==> config.mk <==
export PLATFORM = sky130hd
export DESIGN_NAME = cc_rsp_order_scheduler
export DESIGN_NICKNAME = d
export VERILOG_FILES = /design/src/rtl/cc_rsp_pkg.sv /design/src/rtl/cc_order_queue.sv /design/src/rtl/cc_rsp_order_scheduler.sv
export SDC_FILE = /design/constraint.sdc
export NUM_CORES = 1
export LEC_CHECK = 0
export BUFFER_PORTS_ARGS = -buffer_cell sky130_fd_sc_hd__buf_2
export CAP_MARGIN = 20
export CELL_PAD_IN_SITES_DETAIL_PLACEMENT = 1
export CELL_PAD_IN_SITES_GLOBAL_PLACEMENT = 1
export CORE_UTILIZATION = 46
export CTS_BUF_LIST = sky130_fd_sc_hd__clkbuf_8
export CTS_CLUSTER_SIZE = 8
export DETAILED_ROUTE_END_ITERATION = 6
export PLACE_DENSITY_LB_ADDON = 0.1
export SLEW_MARGIN = 20
export SYNTH_ARGS = -nofsm -noshare
export SYNTH_HDL_FRONTEND = slang
export SYNTH_SLANG_ARGS = --single-unit
==> constraint.sdc <==
create_clock -name clk -period 4.65 [get_ports clk]
set_input_delay 0.465 -clock clk [delete_from_list [all_inputs] [get_ports clk]]
set_output_delay 0.465 -clock clk [all_outputs]
set_load 0.01 [all_outputs]
==> src/rtl/cc_rsp_pkg.sv <==
// Shared types and helpers for the cache-controller read-response order scheduler.
package cc_rsp_pkg;

  typedef enum logic {
    IDLE  = 1'b0,
    BURST = 1'b1
  } state_e;

  localparam logic SRC_MEM = 1'b0;
  localparam logic SRC_HIT = 1'b1;

  function automatic int unsigned cnt_width(input int unsigned n);
    return (n > 1) ? $clog2(n) : 1;
  endfunction

endpackage

==> src/rtl/cc_order_queue.sv <==
// 1-bit order FIFO recording hit/miss of accepted requests; flags decode the registered occupancy.
module cc_order_queue
  import cc_rsp_pkg::*;
#(
  parameter int unsigned DEPTH           = 4,
  parameter int unsigned AFULL_THRESHOLD = 2
) (
  input  logic clk,
  input  logic rst_n,
  input  logic i_push,
  input  logic i_push_data,
  input  logic i_pop,
  output logic o_head,
  output logic o_empty,
  output logic o_full,
  output logic o_afull,
  output logic o_overflow
);

  localparam int unsigned AW = cnt_width(DEPTH);
  localparam int unsigned CW = AW + 1;
  localparam logic [CW-1:0] FULL_LVL  = CW'(DEPTH);
  localparam logic [CW-1:0] AFULL_LVL = CW'(AFULL_THRESHOLD);

  logic [DEPTH-1:0] r_mem;
  logic [AW-1:0]    r_wptr;
  logic [AW-1:0]    r_rptr;
  logic [CW-1:0]    r_count;
  logic             w_push_ok;
  logic             w_pop_ok;

  assign o_empty    = (r_count == '0);
  assign o_full     = (r_count == FULL_LVL);
  assign o_afull    = (r_count >= AFULL_LVL);
  assign o_head     = r_mem[r_rptr];
  assign w_pop_ok   = i_pop & ~o_empty;
  // A pop frees the slot this cycle, so a push into a full queue is still accepted.
  assign w_push_ok  = i_push & (~o_full | w_pop_ok);
  assign o_overflow = i_push & ~w_push_ok;

  always_ff @(posedge clk) begin
    if (!rst_n) begin
      r_mem   <= '0;
      r_wptr  <= '0;
      r_rptr  <= '0;
      r_count <= '0;
    end else begin
      if (w_push_ok) begin
        r_mem[r_wptr] <= i_push_data;
        r_wptr        <= r_wptr + 1'b1;
      end
      if (w_pop_ok) begin
        r_rptr <= r_rptr + 1'b1;
      end
      case ({w_push_ok, w_pop_ok})
        2'b10:   r_count <= r_count + 1'b1;
        2'b01:   r_count <= r_count - 1'b1;
        default: r_count <= r_count;
      endcase
    end
  end

endmodule

==> src/rtl/cc_rsp_order_scheduler.sv <==
// Grants the INCT R channel to memory (miss) or serializer (hit) in request order,
// counting beats to generate last and checking each source's rlast against that count.
module cc_rsp_order_scheduler
  import cc_rsp_pkg::*;
#(
  parameter int unsigned ORDER_DEPTH     = 4,
  parameter int unsigned BURST_LEN       = 8,
  parameter int unsigned AFULL_THRESHOLD = 2
) (
  input  logic clk,
  input  logic rst_n,
  input  logic ord_wren_i,
  input  logic ord_hit_i,
  output logic ord_full_o,
  output logic ord_afull_o,
  input  logic mem_rvalid_i,
  input  logic mem_rlast_i,
  output logic mem_rready_o,
  input  logic ser_rvalid_i,
  input  logic ser_rlast_i,
  output logic ser_rready_o,
  output logic out_sel_o,
  output logic out_valid_o,
  output logic out_last_o,
  input  logic out_ready_i,
  output logic busy_o,
  output logic err_o,
  input  logic err_clr_i
);

  localparam int unsigned CW = cnt_width(BURST_LEN);
  localparam logic [CW-1:0] LAST_BEAT = CW'(BURST_LEN - 1);

  state_e        r_state;
  logic          r_cur_hit;
  logic [CW-1:0] r_cnt;
  logic          r_err;

  logic w_empty;
  logic w_head;
  logic w_pop;
  logic w_overflow;
  logic w_in_burst;
  logic w_sel_hit;
  logic w_sel_valid;
  logic w_sel_last;
  logic w_is_last;
  logic w_hs;
  logic w_rlast_err;

  cc_order_queue #(
    .DEPTH           (ORDER_DEPTH),
    .AFULL_THRESHOLD (AFULL_THRESHOLD)
  ) u_order_queue (
    .clk         (clk),
    .rst_n       (rst_n),
    .i_push      (ord_wren_i),
    .i_push_data (ord_hit_i),
    .i_pop       (w_pop),
    .o_head      (w_head),
    .o_empty     (w_empty),
    .o_full      (ord_full_o),
    .o_afull     (ord_afull_o),
    .o_overflow  (w_overflow)
  );

  assign w_in_burst  = (r_state == BURST);
  assign w_sel_hit   = (r_cur_hit == SRC_HIT);
  assign w_sel_valid = w_sel_hit ? ser_rvalid_i : mem_rvalid_i;
  assign w_sel_last  = w_sel_hit ? ser_rlast_i : mem_rlast_i;
  assign w_is_last   = (r_cnt == LAST_BEAT);

  // Valid comes from registered state and source valid only; never from ready.
  assign out_valid_o  = w_in_burst & w_sel_valid;
  assign out_last_o   = out_valid_o & w_is_last;
  assign out_sel_o    = w_in_burst & w_sel_hit;
  assign busy_o       = w_in_burst;
  assign mem_rready_o = w_in_burst & ~w_sel_hit & out_ready_i;
  assign ser_rready_o = w_in_burst & w_sel_hit & out_ready_i;
  assign err_o        = r_err;

  assign w_hs        = out_valid_o & out_ready_i;
  assign w_rlast_err = w_hs & (w_sel_last != w_is_last);
  assign w_pop       = ~w_empty & (~w_in_burst | (w_hs & w_is_last));

  always_ff @(posedge clk) begin
    if (!rst_n) begin
      r_state   <= IDLE;
      r_cur_hit <= SRC_MEM;
      r_cnt     <= '0;
      r_err     <= 1'b0;
    end else begin
      case (r_state)
        IDLE: begin
          if (!w_empty) begin
            r_cur_hit <= w_head;
            r_cnt     <= '0;
            r_state   <= BURST;
          end
        end
        BURST: begin
          if (w_hs) begin
            r_cnt <= w_is_last ? '0 : r_cnt + 1'b1;
            // Final beat chains straight into the next queued burst when one is waiting.
            if (w_is_last) begin
              if (!w_empty) begin
                r_cur_hit <= w_head;
              end else begin
                r_state <= IDLE;
              end
            end
          end
        end
        default: r_state <= IDLE;
      endcase

      if (w_overflow | w_rlast_err) begin
        r_err <= 1'b1;
      end else if (err_clr_i) begin
        r_err <= 1'b0;
      end
    end
  end

endmodule
==> results of run 1 <==
-- flip-flops by register name (all words and copies together), names as in the netlist --
name	flops
u_order_queue.r_mem	4
r_cnt	3
u_order_queue.r_count	3
u_order_queue.r_rptr	2
u_order_queue.r_wptr	2
busy_o	1
err_o	1
r_cur_hit	1
-- critical path, delay by kind of cell (launching register included) --
| kind | cells | cell delay [ns] |
|---|---|---|
| AOI/OAI and AO/OA | 2 | 0.56 |
| adders and majority gates | 2 | 0.55 |
| buffers and inverters | 2 | 0.14 |
| xor gates and xnor gates | 1 | 0.17 |
| and+or+nand+nor | 2 | 0.40 |
| muxes | 1 | 0.37 |
| DFF | 1 | 0.52 |
-- power by group through the flow --
stage | Sequential (W) | Clock (W) | Combinational (W)
floorplan | 0.000203 | 0 | 0.000194
global placement | 0.000217 | 0 | 0.000225
detailed placement | 0.000220 | 0 | 0.000237
CTS | 0.000217 | 0.000111 | 0.000238
global route | 0.000223 | 0.000116 | 0.000264
finish | 0.000217 | 0.000105 | 0.000233
-- cells in the final DEF, fill, tap and decap left out, drive strengths merged, types with 2 or more instances in the layout --
cell    Yosys  routed
ha          7       7
xor2        2       2
or3         2       2
and3        2       2
dfxtp      17      17
nor2b       4       4
o21ai       3       3
buf         3      18
and2        5       5
o211ai      4       4
clkbuf      2       3
inv         6       7
o31ai       4       4
mux2i       6       6
a21boi      6       6
nand3       4       4
nor2        2       2
nand2      16      16
xnor2       2       2
or2         2       2
-- through the flow --
stage / total power [W] / setup slack (ns) / instances / cell area, sq um / hold WS, ns
global placement: 0.0004425 / 2.003 / 148 / 1111 / 0.4774
global route: 0.0006031 / 1.721 / 152 / 1156 / 0.5323
detailed placement: 0.0004571 / 1.869 / 148 / 1111 / 0.4857
floorplan: 0.0003965 / 2.229 / 108 / 1022 / 0.4510
finish: 0.0005550 / 1.871 / 152 / 1156 / 0.5007
CTS: 0.0005657 / 1.843 / 152 / 1156 / 0.5044
-- cells in the mapped netlist (all sizes together) --
cell and instances:
buf 3, and2 5, or2 2, nand2 16
nor2 2, a211oi 1, nand3 4, mux2i 6
mux2 1, xnor2 2, fa 1, nor3b 1
or3 2, clkbuf 2, ha 7, dfxtp 17
a21boi 6, mux4 1, o211ai 4, nor3 1
nor2b 4, nand2b 1, a221oi 1, o31ai 4
xor2 2, and3 2, o21ai 3, inv 6
o211a 1
-- kinds of logic (layout without fill, tap and decap cells) --
kind of cell | Yosys count | in the layout | share of synthesized area
AO/OA/AOI/OAI | 20 | 20 | 0.1616
multiplexers | 8 | 8 | 0.1040
flip-flops | 17 | 17 | 0.3329
buffers and inverters | 11 | 28 | 0.05630
AND/OR/NAND/NOR | 40 | 40 | 0.2056
XOR/XNOR | 4 | 4 | 0.03428
adder cells (fa/ha/maj) | 8 | 8 | 0.1053
-- area by class of cell --
cell class,count,share of cell area
clock inverter,1,0.003247
tap,27,0.02922
timing repair buffer,18,0.07792
sequential,17,0.2944
clock buffer,3,0.03571
multi-input combinational,80,0.5400
inverter,6,0.01948
-- worst paths after layout --
kind,from,end,slack (ns),cells past startpoint
worst max-delay path,r_cur_hit,u_order_queue.r_count[2],1.87,10
worst min-delay path,u_order_queue.r_rptr[1],u_order_queue.r_rptr[1],0.50,2
worst max register to register,r_cur_hit,u_order_queue.r_count[2],1.87,10
worst min register to register,u_order_queue.r_rptr[1],u_order_queue.r_rptr[1],0.50,2
-- layer usage --
layer	vias to the layer above	wire, microns	GRT usage	part of all wire
met4	0	24	0.08824	0.011
met2	17	1089	0.3562	0.51
li1	406	-	-	-
met3	2	66	0.01869	0.031
met5	-	0	0	0
met1	390	935	0.2379	0.44
==> results.cfg, run 1 <==
[pwr]
comb_power_share = 0.419
p_sw_w = 0.0002087
p_int_w = 0.0003463
p_seq_frac = 0.392
leakage_nw = 0.5067
switching_share = 0.3761
clock_power_share = 0.189
ir_worst_vdd_v = 0.0003080
power_density_nw_per_um2 = 480.1

[placed_design]
gp_congestion = 0.7582
place_hpwl_microns = 1693
io_buffers = 18

[setup_path]
arrival_ns = 2.95
cpMaxStageDelayCell = dfxtp_1
cp_cell_sequence = mux2i_4 -> o211a_1 -> nor2b_4 -> inv_1 -> ha_1 -> inv_1 -> fa_1 -> xor2_1 -> or3_1 -> a21boi_0
crit_path_start_kind = register
slowest_delay_ns = 0.52
path_common_cell = inv_1
criticalPathCategory = register to register
cp-end-kind = register
worst_ep_required_time_ns = 4.82
cp_max_fo = 10

[sta]
period_share = 0.5976
worst_pin_slew_ns = 0.4666
hold_viol = 0
max_slew_margin = 0.6866
fmax_ghz = 0.3599
rsz0062_at_grt = no
tns_ns = 0
fin_skew_ns = 0.001919
post-route-min-period_ns = 2.779
slew_viol_final = 0
finalSetupViolCount = 0

[layout]
seq_area_sq_um = 340.3
final_layout_size_suffix_gt1_frac = 0.2480
postLayoutCoreUtil = 0.5718
syn2layout_area_growth_pct = 13.10
fillers = 251
multi_input_comb_area_sq_um = 624.3
nNetsFinal = 144
antenna_cells = 0

[clocking]
clock_latency_ns = 0.24
post_cts_buffers = 0
cts_sinks = 17
path_clk_slew_ns = 0.06
cts_hold_buf = 0
cts_tree = yes
cts-root-buf = clkbuf_8
clock_path_buffers = 2
cts_resized = 0
cts_buffers = 3
htree_levels = 1

[hold_path]
worst_hold_path_type = register to register

[logic_synthesis]
synthTopCellsByArea = dfxtp_1 (33%), ha_1 (8.6%), nand2_1 (5.9%), mux2i_1 (4.9%), a21boi_0 (4.4%)
syn-instance-count = 108
yosys_register_bits = 17
synth_top_area_cell = dfxtp_1
syn-mean-instance-area_sq_um = 9.465
ys_seq_area_frac = 0.3329
synth_top_area_share = 0.3329
ys_types = 34
yosysWarnings = 0
synth_nets = 126
syn_area_sq_um = 1022

[routing]
drc = 0
drt-total-wl_microns = 2115
drt-initial-drc-count = 8
num_vias = 815
wire_per_inst_microns = 13.91
drt-vias-per-instance = 5.362
ant_nets = 0
firstDrtPassIters = 2

[flow_run]
maxCapViolations = 0

[grt]
grt_pass1_wl_microns = 3684
antenna_found_initial = 0
grt_pass1_vias = 840
grt_max_degree = 22
grt_usage = 0.1991
overflow = 0

[floorplan]
design.die.area_sq_um = 2415
row_count = 16
die_x_microns = 49.14
core_area_sq_um = 2022
die_y_microns = 49.14
start_util = 0.5056
io_pins = 19

[run_status]
status = finished, final reports clean
(Power assumes the default switching activity.)
==> inputs of run 2 (changes only) <==
- ABC_AREA: unset -> 1
- CORE_UTILIZATION: 46 -> 40
- clock period: 4.65 -> 2.7 ns (I/O delays scaled with it)
==> results.cfg, run 2 <==
[run_status]
status = finished, final reports clean

[logic_synthesis]
syn_area_sq_um = 994.7
synth_common_cells = inv_1 (26), nand2_1 (18), dfxtp_1 (17), nor2_1 (17), nand3_1 (13)
syn-instance-count = 140
synth_edf_count = 0
synth_top_area_share = 0.3421
ys_seq_area_frac = 0.3421
ys.flop_type = dfxtp_1
yosysWarnings = 0
yosys_register_bits = 17
synth_nets = 158
syn-mean-instance-area_sq_um = 7.105
yosysMostFrequentCell = inv_1
synth_top_area_cell = dfxtp_1
synthTopCellsByArea = dfxtp_1 (34%), inv_1 (9.8%), ha_1 (8.8%), nand2_1 (6.8%), nand3_1 (6.5%)
async_flop_share = 0
ys_types = 20

[setup_path]
r2r-start = r_cur_hit
crit_start = r_cur_hit
cp_cell_sequence = inv_1 -> nand3_1 -> nand2_2 -> nand3_2 -> nand3_2 -> nand2_4 -> ha_1 -> inv_1 -> fa_1 -> a21oi_1 -> o21ai_0 -> o21ai_0 -> a21oi_1
crit_path_start_kind = register
critPathTopFamily = simple AND/OR/NAND/NOR gates
worst_ep_required_time_ns = 2.84
slowest_delay_ns = 0.45
cp-end-kind = register
cpMaxStageDelayCell = dfxtp_1
arrival_ns = 2.56
cp_max_fo = 9
reg2reg_setup_slack_ns = 0.27
criticalPathCategory = register to register
path_buf_inv = 2

[grt]
top_usage_layer = met2
grt_usage = 0.2173
antenna_found_initial = 0
grt_use_met2 = 0.3419
grt_pass1_wl_microns = 4236
met3_usage = 0.03509
grtUsageMet1 = 0.2955
grt_pass1_vias = 947
grt_max_degree = 13
overflow = 0

[routing]
drt-total-wl_microns = 2414
drc = 0
ant_nets = 0
wire_per_inst_microns = 12.84
num_vias = 938
drt-vias-per-instance = 4.989
firstDrtPassIters = 4
drt-initial-drc-count = 7

[floorplan]
core_area_sq_um = 2276
die_y_microns = 51.87
row_count = 17
io_pins = 19
start_util = 0.4371
design.die.area_sq_um = 2690
die_x_microns = 51.87

[clocking]
post_cts_buffers = 0
htree_levels = 1
path_clk_slew_ns = 0.07
clock_latency_ns = 0.25
cts_resized = 0
cts_tree = yes
clock_path_buffers = 2
cts-root-buf = clkbuf_8
cts_sinks = 17
cts_hold_buf = 0
cts_buffers = 3

[layout]
final_cell_mix = inv_1 (27), nand2_1 (18), buf_2 (18)
nNetsFinal = 179
syn2layout_area_growth_pct = 15.22
seq_area_sq_um = 340.3
final_common_cell = inv_1
largest_reg_flops = 4
antenna_cells = 0
final_layout_size_suffix_gt1_frac = 0.1875
largest-register = u_order_queue.r_mem
reg_top3 = u_order_queue.r_mem (4), r_cnt (3), u_order_queue.r_count (3)
fin_cells = 188
fillers = 313
multi_input_comb_area_sq_um = 530.5

[placed_design]
io_buffers = 18
placedCellCount = 184
gp_congestion = 0.7908
place_hpwl_microns = 1920

[sta]
worst_pin_slew_ns = 0.2661
max_slew_margin = 0.8217
fin_skew_ns = 0.003265
finalSetupViolCount = 0
hold_viol = 0
slew_viol_final = 0
post-route-min-period_ns = 2.429
period_share = 0.8995
rsz0062_at_grt = no
fmax_ghz = 0.4118
tns_ns = 0

[pwr]
comb_power_share = 0.439
ir_worst_vdd_v = 0.0005042
switching_share = 0.4358
p_int_w = 0.0005737
p_sw_w = 0.0004432
power_density_nw_per_um2 = 887.2
leakage_nw = 0.5672
p_seq_frac = 0.376
clock_power_share = 0.185

[flow_run]
maxCapViolations = 0

[hold_path]
worst_hold_path_type = primary input to register
holdCritStartpoint = err_clr_i
run 2: cell count changes after synthesis, sizes merged, moves of 6 or more:
cell / previous run / this run
a21boi: 6 / 0
a21oi: 0 / 12
inv: 6 / 28
mux2i: 6 / 0
nand3: 4 / 15
nor2: 2 / 17
o21ai: 3 / 11
run 2: worst paths after layout:
path / end / depth (start not counted)
max: u_order_queue.r_count[2] / 13
max reg2reg: u_order_queue.r_count[2] / 13
min reg2reg: u_order_queue.r_count[0] / 1
min: err_o / 4
run 2: logic make-up (layout without fill, tap and decap cells):
logic type	count (synthesis)	count (layout)	share of synthesized area
simple gates	60	60	0.2880
compound gates	23	23	0.1195
flops	17	17	0.3421
fa+ha+maj	8	8	0.1082
xor+xnor	2	2	0.01761
buf+inv	30	50	0.1245
run 2: layer usage:
layer / vias to the layer above / share of wire
met5: - / 0
met4: 0 / 0.0058
met3: 2 / 0.018
met2: 10 / 0.47
met1: 440 / 0.51
li1: 486 / -
run 2: power by group through the flow:
stage | registers (W) | clock network (W) | logic (W)
finish | 0.000382 | 0.000188 | 0.000446
global route | 0.000392 | 0.000199 | 0.000516
CTS | 0.000382 | 0.000191 | 0.000449
detailed placement | 0.000387 | 0 | 0.000441
global placement | 0.000383 | 0 | 0.000429
floorplan | 0.000372 | 0 | 0.000320
run 2: area by class of cell:
cell class                      count  share of cell area
Timing Repair Buffer               18             0.07860
Inverter                           28             0.09170
Multi-Input combinational cell     93              0.4629
Tap cell                           28             0.03057
Clock inverter                      1            0.003275
Sequential cell                    17              0.2969
Clock buffer                        3             0.03603
run 2: stage by stage:
stage	setup WS (ns)	power, W	util	hold slack (ns)	cell area (sq um)
after floorplan	0.5431	0.0006915	-	0.4084	994.7
after global placement	0.4249	0.0008121	0.4838	0.4768	1101
after detailed placement	0.3347	0.0008280	0.4838	0.4869	1101
after CTS	0.2812	0.001022	0.5036	0.3384	1146
after global routing	0.06432	0.001107	0.5036	0.3659	1146
final	0.2714	0.001017	0.5036	0.3407	1146
run 2: tightest hold or removal path, delay by kind of cell:
kind                   cells  cell delay, ns
AOI/OAI and AO/OA          1            0.07
buffers and inverters      1            0.07
and+or+nand+nor            2            0.13
==> inputs of run 3 (changes only) <==
- CORE_ASPECT_RATIO: unset -> 0.6
- GPL_TIMING_DRIVEN: unset -> 0
==> results.cfg, run 3 (synthesized netlist as in run 2, its figures left out) <==
[sta]
finalSetupViolCount = 0
rsz0062_at_grt = no
max_slew_margin = 0.7766
fin_skew_ns = 0.004509
tns_ns = 0
hold_viol = 0
fmax_ghz = 0.4221
slew_viol_final = 0
post-route-min-period_ns = 2.369
worst_pin_slew_ns = 0.3332
period_share = 0.8774

[grt]
grt_usage = 0.2034
grt_pass1_wl_microns = 3857
overflow = 0
grt_max_degree = 11
grt_pass1_vias = 844
antenna_found_initial = 0

[layout]
reg_top3 = u_order_queue.r_mem (4), r_cnt (3), u_order_queue.r_count (3)
fillers = 298
syn2layout_area_growth_pct = 16.98
nNetsFinal = 180
final_cell_mix = inv_1 (26), nand2_1 (18), buf_2 (18)
final_common_cell = inv_1
seq_area_sq_um = 340.3
fin_cells = 191
final_layout_size_suffix_gt1_frac = 0.1988
postLayoutCoreUtil = 0.5147
multi_input_comb_area_sq_um = 530.5
largest-register = u_order_queue.r_mem
antenna_cells = 0
largest_reg_flops = 4

[setup_path]
rr_endpoint = u_order_queue.r_count[2]
cp-end-kind = register
criticalPathCategory = register to register
crit_path_start_kind = register
cp_max_fo = 7
arrival_ns = 2.50
reg2reg_setup_slack_ns = 0.33
worst_ep_required_time_ns = 2.83
r2r_cells = 13
r2r-start = busy_o

[routing]
drt-total-wl_microns = 2406
drt-vias-per-instance = 4.874
drt-initial-drc-count = 59
ant_nets = 0
drc = 0
num_vias = 931
wire_per_inst_microns = 12.60
firstDrtPassIters = 4

[clocking]
cts-root-buf = clkbuf_8
cts_resized = 0
cts_buffers = 3
post_cts_buffers = 0
cts_sinks = 17
cts_tree = yes
clock_path_buffers = 2
cts_hold_buf = 0
htree_levels = 1
path_clk_slew_ns = 0.07
clock_latency_ns = 0.25

[pwr]
leakage_nw = 0.5730
ir_worst_vdd_v = 0.0004768
power_density_nw_per_um2 = 873.1
p_total_w = 0.001016

[floorplan]
io_pins = 19
design.die.area_sq_um = 2697
start_util = 0.4400
row_count = 13
core_area_sq_um = 2261
die_x_microns = 66.38
die_y_microns = 40.63

[placed_design]
gp_congestion = 0.7364
io_buffers = 17
place_hpwl_microns = 2003
placedCellCount = 187

[hold_path]
min_to = u_order_queue.r_count[0]
worst_hold_path_type = primary input to register
holdCritStartpoint = rst_n
hold-path-cell-count = 3

[flow_run]
maxCapViolations = 0

[run_status]
status = finished, final reports clean
==> run 3: report_power, final <==
part / internal, W / switching, W
Combinational: 0.000158 / 0.000290
Sequential: 0.000313 / 0.0000692
Clock: 0.000102 / 0.0000835
==> run 3: worst max-delay path, stage by stage (launching register included) <==
cell,delay [ns]
dfxtp_1,0.46
nand3_1,0.16
nand2_2,0.16
nand3_2,0.10
nand2_1,0.10
nand2_2,0.09
inv_2,0.11
ha_1,0.16
inv_1,0.07
fa_1,0.38
a21oi_1,0.14
o21ai_0,0.11
o21ai_0,0.16
a21oi_1,0.06
==> run 3: worst max path at each step <==
stage          depth (start not counted)  slack (ns)                  endpoint    from
2_1_floorplan                         13        0.54  u_order_queue.r_count[2]  busy_o
3_3_place_gp                          13        0.45  u_order_queue.r_count[2]  busy_o
3_5_place_dp                          13        0.36  u_order_queue.r_count[2]  busy_o
4_1_cts                               13        0.34  u_order_queue.r_count[2]  busy_o
5_1_grt                               13        0.05  u_order_queue.r_count[2]  busy_o
6_report                              13        0.33  u_order_queue.r_count[2]  busy_o
==> run 3: cell type report <==
type	instances	share of cell area
plain buffers	2	0.01613
clock buffers	3	0.03548
clock inverters	1	0.004301
inverters	28	0.09032
multi-input cells	93	0.4559
flip-flops and latches	17	0.2925
well taps	30	0.03226
repair buffers	17	0.07312
==> run 3: per-stage QoR <==
stage	hold WS (ns)	worst slack (ns)	area [sq um]
after floorplan	0.4084	0.5431	994.7
after global placement	0.4697	0.4530	1117
after detailed placement	0.4899	0.3609	1117
after CTS	0.2994	0.3392	1164
after global routing	0.3031	0.05013	1164
final	0.3070	0.3309	1164
==> run 3: layer usage <==
metal	up-vias	track usage	part of all wire
met5	-	0	0
met4	0	0.04787	0.0054
met3	2	0.05833	0.031
met2	11	0.3214	0.41
met1	429	0.2777	0.55
li1	489	-	-
